$ cat src/rtl/b06_pkg.sv
// Shared types and default sizing for the b06 EQL source block.
package b06_pkg;

  // Compare FSM: IDLE accepts a word, HOLD keeps the result until the FSM acknowledges it.
  typedef enum logic {
    IDLE = 1'b0,
    HOLD = 1'b1
  } state_t;

  localparam int DEF_DATA_W     = 4;
  localparam int DEF_CNT_W      = 4;
  localparam int DEF_TERM_COUNT = 10;
  localparam int DEF_TIMEOUT    = 16;

  // Width needed to hold the values 0..max.
  function automatic int cnt_bits(input int max);
    return (max < 2) ? 1 : $clog2(max + 1);
  endfunction

endpackage

$ cat src/rtl/b06_term_counter.sv
// Terminal counter: counts while enabled, saturates at TERM_COUNT and flags arrival there.
module b06_term_counter
  import b06_pkg::*;
#(
  parameter int CNT_W      = DEF_CNT_W,
  parameter int TERM_COUNT = DEF_TERM_COUNT
) (
  input  logic clock,
  input  logic nRESET_G,
  input  logic enable_count,
  output logic cont_eql
);

  localparam logic [CNT_W-1:0] TERM = CNT_W'(TERM_COUNT);

  logic [CNT_W-1:0] count;
  logic [CNT_W-1:0] count_nxt;

  // Saturating increment; the flag is computed from the same next value that is stored.
  assign count_nxt = (count == TERM) ? count : count + 1'b1;

  // Count while enabled; any disabled cycle restarts from zero so there is no carry-over.
  always_ff @(posedge clock or negedge nRESET_G) begin
    if (!nRESET_G) begin
      count    <= '0;
      cont_eql <= 1'b0;
    end else if (!enable_count) begin
      count    <= '0;
      cont_eql <= 1'b0;
    end else begin
      count    <= count_nxt;
      cont_eql <= (count_nxt == TERM);
    end
  end

endmodule

$ cat src/rtl/b06_eql_source.sv
// Upstream stage of the b06 interrupt handler: produces EQL (held compare against a
// loadable reference) and CONT_EQL (terminal counter flag).
// Optional feature macro: B06_EQL_TIMEOUT_EN -- abandons a held compare if the
// acknowledge does not arrive within TIMEOUT cycles and pulses ERR.
module b06_eql_source
  import b06_pkg::*;
#(
  parameter int DATA_W     = DEF_DATA_W,
  parameter int CNT_W      = DEF_CNT_W,
  parameter int TERM_COUNT = DEF_TERM_COUNT,
  parameter int TIMEOUT    = DEF_TIMEOUT
) (
  input  logic              clock,
  input  logic              nRESET_G,
  input  logic [DATA_W-1:0] DATA_IN,
  input  logic              DATA_VALID,
  input  logic [DATA_W-1:0] REF_IN,
  input  logic              REF_LOAD,
  input  logic              ENABLE_COUNT,
  input  logic              ACKOUT,
  output logic              EQL,
  output logic              CONT_EQL,
  output logic              BUSY,
  output logic              ERR
);

  state_t            state;
  logic [DATA_W-1:0] ref_q;
  logic              eql_q;
  logic              busy_q;

  assign EQL  = eql_q;
  assign BUSY = busy_q;

  // Reference register; a compare in the same cycle as a load still sees the old value.
  always_ff @(posedge clock or negedge nRESET_G) begin
    if (!nRESET_G) begin
      ref_q <= '0;
    end else if (REF_LOAD) begin
      ref_q <= REF_IN;
    end
  end

`ifdef B06_EQL_TIMEOUT_EN
  localparam int WAIT_W = cnt_bits(TIMEOUT);
  localparam logic [WAIT_W-1:0] WAIT_LAST = WAIT_W'(TIMEOUT - 1);

  logic [WAIT_W-1:0] wait_cnt;
  logic              err_q;

  assign ERR = err_q;

  // Compare FSM with ACK timeout: wait_cnt counts completed HOLD cycles without ACKOUT.
  always_ff @(posedge clock or negedge nRESET_G) begin
    if (!nRESET_G) begin
      state    <= IDLE;
      eql_q    <= 1'b0;
      busy_q   <= 1'b0;
      err_q    <= 1'b0;
      wait_cnt <= '0;
    end else begin
      err_q <= 1'b0;
      case (state)
        IDLE: begin
          wait_cnt <= '0;
          if (DATA_VALID) begin
            eql_q  <= (DATA_IN == ref_q);
            busy_q <= 1'b1;
            state  <= HOLD;
          end else begin
            eql_q <= 1'b0;
          end
        end
        HOLD: begin
          if (ACKOUT) begin
            eql_q  <= 1'b0;
            busy_q <= 1'b0;
            state  <= IDLE;
          end else if (wait_cnt == WAIT_LAST) begin
            err_q  <= 1'b1;
            eql_q  <= 1'b0;
            busy_q <= 1'b0;
            state  <= IDLE;
          end else begin
            wait_cnt <= wait_cnt + 1'b1;
          end
        end
        default: state <= IDLE;
      endcase
    end
  end
`else
  assign ERR = 1'b0;

  // Compare FSM: HOLD keeps EQL/BUSY until ACKOUT, however long that takes.
  always_ff @(posedge clock or negedge nRESET_G) begin
    if (!nRESET_G) begin
      state  <= IDLE;
      eql_q  <= 1'b0;
      busy_q <= 1'b0;
    end else begin
      case (state)
        IDLE: begin
          if (DATA_VALID) begin
            eql_q  <= (DATA_IN == ref_q);
            busy_q <= 1'b1;
            state  <= HOLD;
          end else begin
            eql_q <= 1'b0;
          end
        end
        HOLD: begin
          if (ACKOUT) begin
            eql_q  <= 1'b0;
            busy_q <= 1'b0;
            state  <= IDLE;
          end
        end
        default: state <= IDLE;
      endcase
    end
  end
`endif

  b06_term_counter #(
    .CNT_W     (CNT_W),
    .TERM_COUNT(TERM_COUNT)
  ) u_term_counter (
    .clock       (clock),
    .nRESET_G    (nRESET_G),
    .enable_count(ENABLE_COUNT),
    .cont_eql    (CONT_EQL)
  );

endmodule

$ cat config.mk
export PLATFORM = sky130hd
export DESIGN_NAME = b06_eql_source
export DESIGN_NICKNAME = d
export VERILOG_FILES = /design/src/rtl/b06_pkg.sv /design/src/rtl/b06_term_counter.sv /design/src/rtl/b06_eql_source.sv
export SDC_FILE = /design/constraint.sdc
export NUM_CORES = 1
export LEC_CHECK = 0
export BUFFER_PORTS_ARGS = -buffer_cell sky130_fd_sc_hd__buf_2
export CAP_MARGIN = 15
export CORE_AREA = 2 2 39 41
export CTS_CLUSTER_DIAMETER = 100
export DETAILED_ROUTE_END_ITERATION = 16
export DIE_AREA = 0 0 41 43
export GPL_ROUTABILITY_DRIVEN = 0
export HOLD_SLACK_MARGIN = 0.06
export PLACE_DENSITY = 0.65
export RECOVER_POWER = 25
export SLEW_MARGIN = 10
export SYNTH_ARGS = -nofsm -noshare
export SYNTH_HDL_FRONTEND = slang
export SYNTH_SLANG_ARGS = --single-unit
$ cat constraint.sdc
create_clock -name clock -period 3.8 [get_ports clock]
set_input_delay 0 -clock clock [delete_from_list [all_inputs] [get_ports clock]]
set_output_delay 0 -clock clock [all_outputs]
set_load 0.005 [all_outputs]
==> run_results.csv <==
group,metric,value,unit
run_status,status,"finished, final reports clean",
yosys,synth_seq_area_share,0.524,
yosys,synth_edf_count,0,
pwr,seqPwrFrac,0.548,
sta,fin_setup_tns,0,ns
pwr,power_frac_comb,0.190,
global_routing,grt_pass1_vias,419,
sta,setup_violations,0,
min_path,hp-start,"DATA_IN[2]",
clock_tree,postCtsSetupBuffers,0,
clock_tree,cts_buffers,3,
route,wl_per_cell,11.0,µm
run,maxCapViolCount,0,
worst_setup_path,crit_required,3.94,ns
worst_setup_path,r2r_start,"u_term_counter.count[0]",
sta,clock_skew,0.00145,ns
yosys,synthTopCellsByCount,"dfrtp_1 (12), mux2_2 (4), xnor2_1 (4)",
worst_setup_path,worstPathMaxFanout,6,
finish,final_util,0.598,
finish,stdcell_area,827,µm²
global_routing,grt_pass1_wl,1.73,mm
sta,layout_min_cycle_time,1.36,ns
placement,placed_cells,79,
clock_tree,cts_tree,"done",
finish,area_growth,44.3,%
yosys,yosys.cell_count.top_type,"dfrtp_1",
sta,hold_viol_final,0,
yosys,synth-seq-cells,12,
pwr,p_per_area,325,nW/µm²
finish,final_layout_size_suffix_gt1_frac,0.275,
route,drt-vias-per-instance,4.81,
sta,rsz0062_at_grt,"false",
route,via_count,462,
clock_tree,root_buffer,"clkbuf_4",
clock_tree,insertion_delay,0.26,ns
floorplanning,rows,14,
clock_tree,cts_buffer_depth,2,
clock_tree,hold_buffers,14,
sta,worst_pin_slew,0.620,ns
route,drt-total-wl,1.06,mm
global_routing,antenna_found_initial,0,
pwr,ir_worst_vdd,0.000182,V
worst_setup_path,arrival,1.50,ns
yosys,syn_inst,48,
worst_setup_path,cpPeakStageDelay,0.42,ns
pwr,total_power,268,µW
sta,fmax,0.738,GHz
floorplanning,io_pins,18,
placement,io_buffers,16,
finish,diodes,0,
floorplanning,die_w,41,µm
sta,finalMaxSlewViolations,0,
clock_tree,cts_sinks,12,
floorplanning,die-height,43,µm
finish,multiInputGateArea,254,µm²
yosys,synth_top_area_frac,0.524,
worst_setup_path,worstSetupStartpoint,"u_term_counter.count[0]",
route,detail-route-antenna-nets,0,
yosys,yosys_warnings,0,
global_routing,overflow,0,
pwr,switching_power,61.7,µW
floorplanning,dieArea,1760,µm²
pwr,leakage,0.410,nW
route,drtPass1Iterations,4,
worst_setup_path,start_kind,"register",
pwr,clock_power_share,0.262,
yosys,synthArstFlopShare,1.00,
yosys,synth_fp_nets,64,
route,drt_iter0_markers,10,
sta,slew_headroom,0.587,
floorplanning,fp.coreArea,1380,µm²
floorplanning,initial_core_util,0.414,
global_routing,track_usage,0.152,
yosys,yosys-top-cells-area,"dfrtp_1 (52%), mux2_2 (7.9%), xnor2_1 (6.1%)",
sta,fin_crit_sh,0.357,
finish,finalNetCount,98,
min_path,hold_class,"in2reg",
pwr,p_int,207,µW
pwr,swShare,0.230,
clock_tree,cts.repair.resized,0,
worst_setup_path,endpoint_kind,"register",
yosys,synth_cell_types,24,
yosys,synth_ff_type,"dfrtp_1",
yosys,netlist_area,573,µm²
placement,dp_hpwl,757,µm
clock_tree,clk_pin_slew_worst_paths,0.06,ns
finish,final_cells,96,
yosys,synth_top_area_cell,"dfrtp_1",
worst_setup_path,cp_cell_sequence,"inv_1 -> ha_1 -> nand2_1 -> nor3_1 -> o311a_1",
worst_setup_path,crit_type,"reg2reg",
worst_setup_path,slowest_stage,"dfrtp_1",
finish,fill_cells,118,
global_routing,grt_start_max_net_pins,13,
finish,regArea,300,µm²
placement,placed_cell_area,666,µm²
route,drcViolationCount,0,
yosys,syn_area_per_cell,11.9,µm²
clock_tree,cts_htree_levels,1,
-- kinds of logic (layout without fill, tap and decap cells) --
kind of cell	Yosys count	after routing	synth area share
xor gates and xnor gates	6	6	0.0917
adders and majority gates	2	2	0.0437
DFF	12	12	0.524
buffers and inverters	4	36	0.0328
and+or+nand+nor	12	12	0.127
other	1	1	0.00654
muxes	6	6	0.114
AOI/OAI and AO/OA	5	5	0.0611
-- power groups by stage --
stage / clock [mW] / combinational, mW / sequential, mW
after floorplan: 0 / 0.0213 / 0.148
after global placement: 0 / 0.0358 / 0.149
after detailed placement: 0 / 0.0367 / 0.149
after CTS: 0.0763 / 0.0515 / 0.147
after global routing: 0.0809 / 0.0566 / 0.148
final: 0.0703 / 0.0511 / 0.147
-- cell type report --
type                       count  area share
multi-input combinational     32       0.307
sequential                    12       0.363
tap                           16      0.0242
timing repair buffer          30       0.265
inverter                       3      0.0136
clock buffer                   3      0.0272
-- layout by cell type, fill, tap and decap left out, drive strengths merged --
master / instances
buf: 15
dlygate4sd3: 14
dfrtp: 12
xnor2: 4
mux2: 4
clkbuf: 4
inv: 3
mux2i: 2
nor2b: 2
nand3: 2
xor2: 2
ha: 2
a21oi: 1
nand2: 1
nor3: 1
o21ai: 1
and3b: 1
and2: 1
and3: 1
nor4b: 1
o311a: 1
nor2: 1
o22ai: 1
nand3b: 1
o41ai: 1
conb: 1
-- flip-flops by register name, indices dropped and copies added, names as in the netlist --
register and flops:
u_term_counter.count 4, state 1, u_term_counter.cont_eql 1, BUSY 1, EQL 1, ref_q 4
-- final timing paths --
check | end | slack (ns) | depth (start not counted)
min in group asynchronous | ref_q[2] | 0.26 | 2
setup reg to reg | u_term_counter.cont_eql | 2.44 | 5
hold reg to reg | EQL | 0.51 | 2
setup / recovery | u_term_counter.cont_eql | 2.44 | 5
max in group asynchronous | u_term_counter.cont_eql | 3.14 | 2
hold / removal | EQL | 0.08 | 4
-- worst max-delay path: cells and delay by family (launching register included) --
family	cells	cell delay, ns
AO/OA/AOI/OAI	1	0.35
adder cells (fa/ha/maj)	1	0.24
buffers and inverters	1	0.09
flip-flops	1	0.42
AND/OR/NAND/NOR	2	0.15
-- routing by layer --
| layer | up-vias | share of wire | wire length, µm | track usage |
|---|---|---|---|---|
| met1 | 211 | 0.42 | 444 | 0.168 |
| li1 | 233 | - | - | - |
| met5 | - | 0 | 0 | 0 |
| met3 | 3 | 0.065 | 69 | 0.0785 |
| met2 | 15 | 0.50 | 532 | 0.234 |
| met4 | 0 | 0.010 | 11 | 0.0600 |
-- per-stage QoR --
step / setup slack [ns] / hold WS [ns]
floorplan: 2.57 / -0.296
global placement: 2.53 / -0.114
detailed placement: 2.47 / -0.111
CTS: 2.45 / 0.0716
global route: 2.33 / 0.0981
finish: 2.44 / 0.0781
No activity file was read; power rests on OpenSTA's default activity.
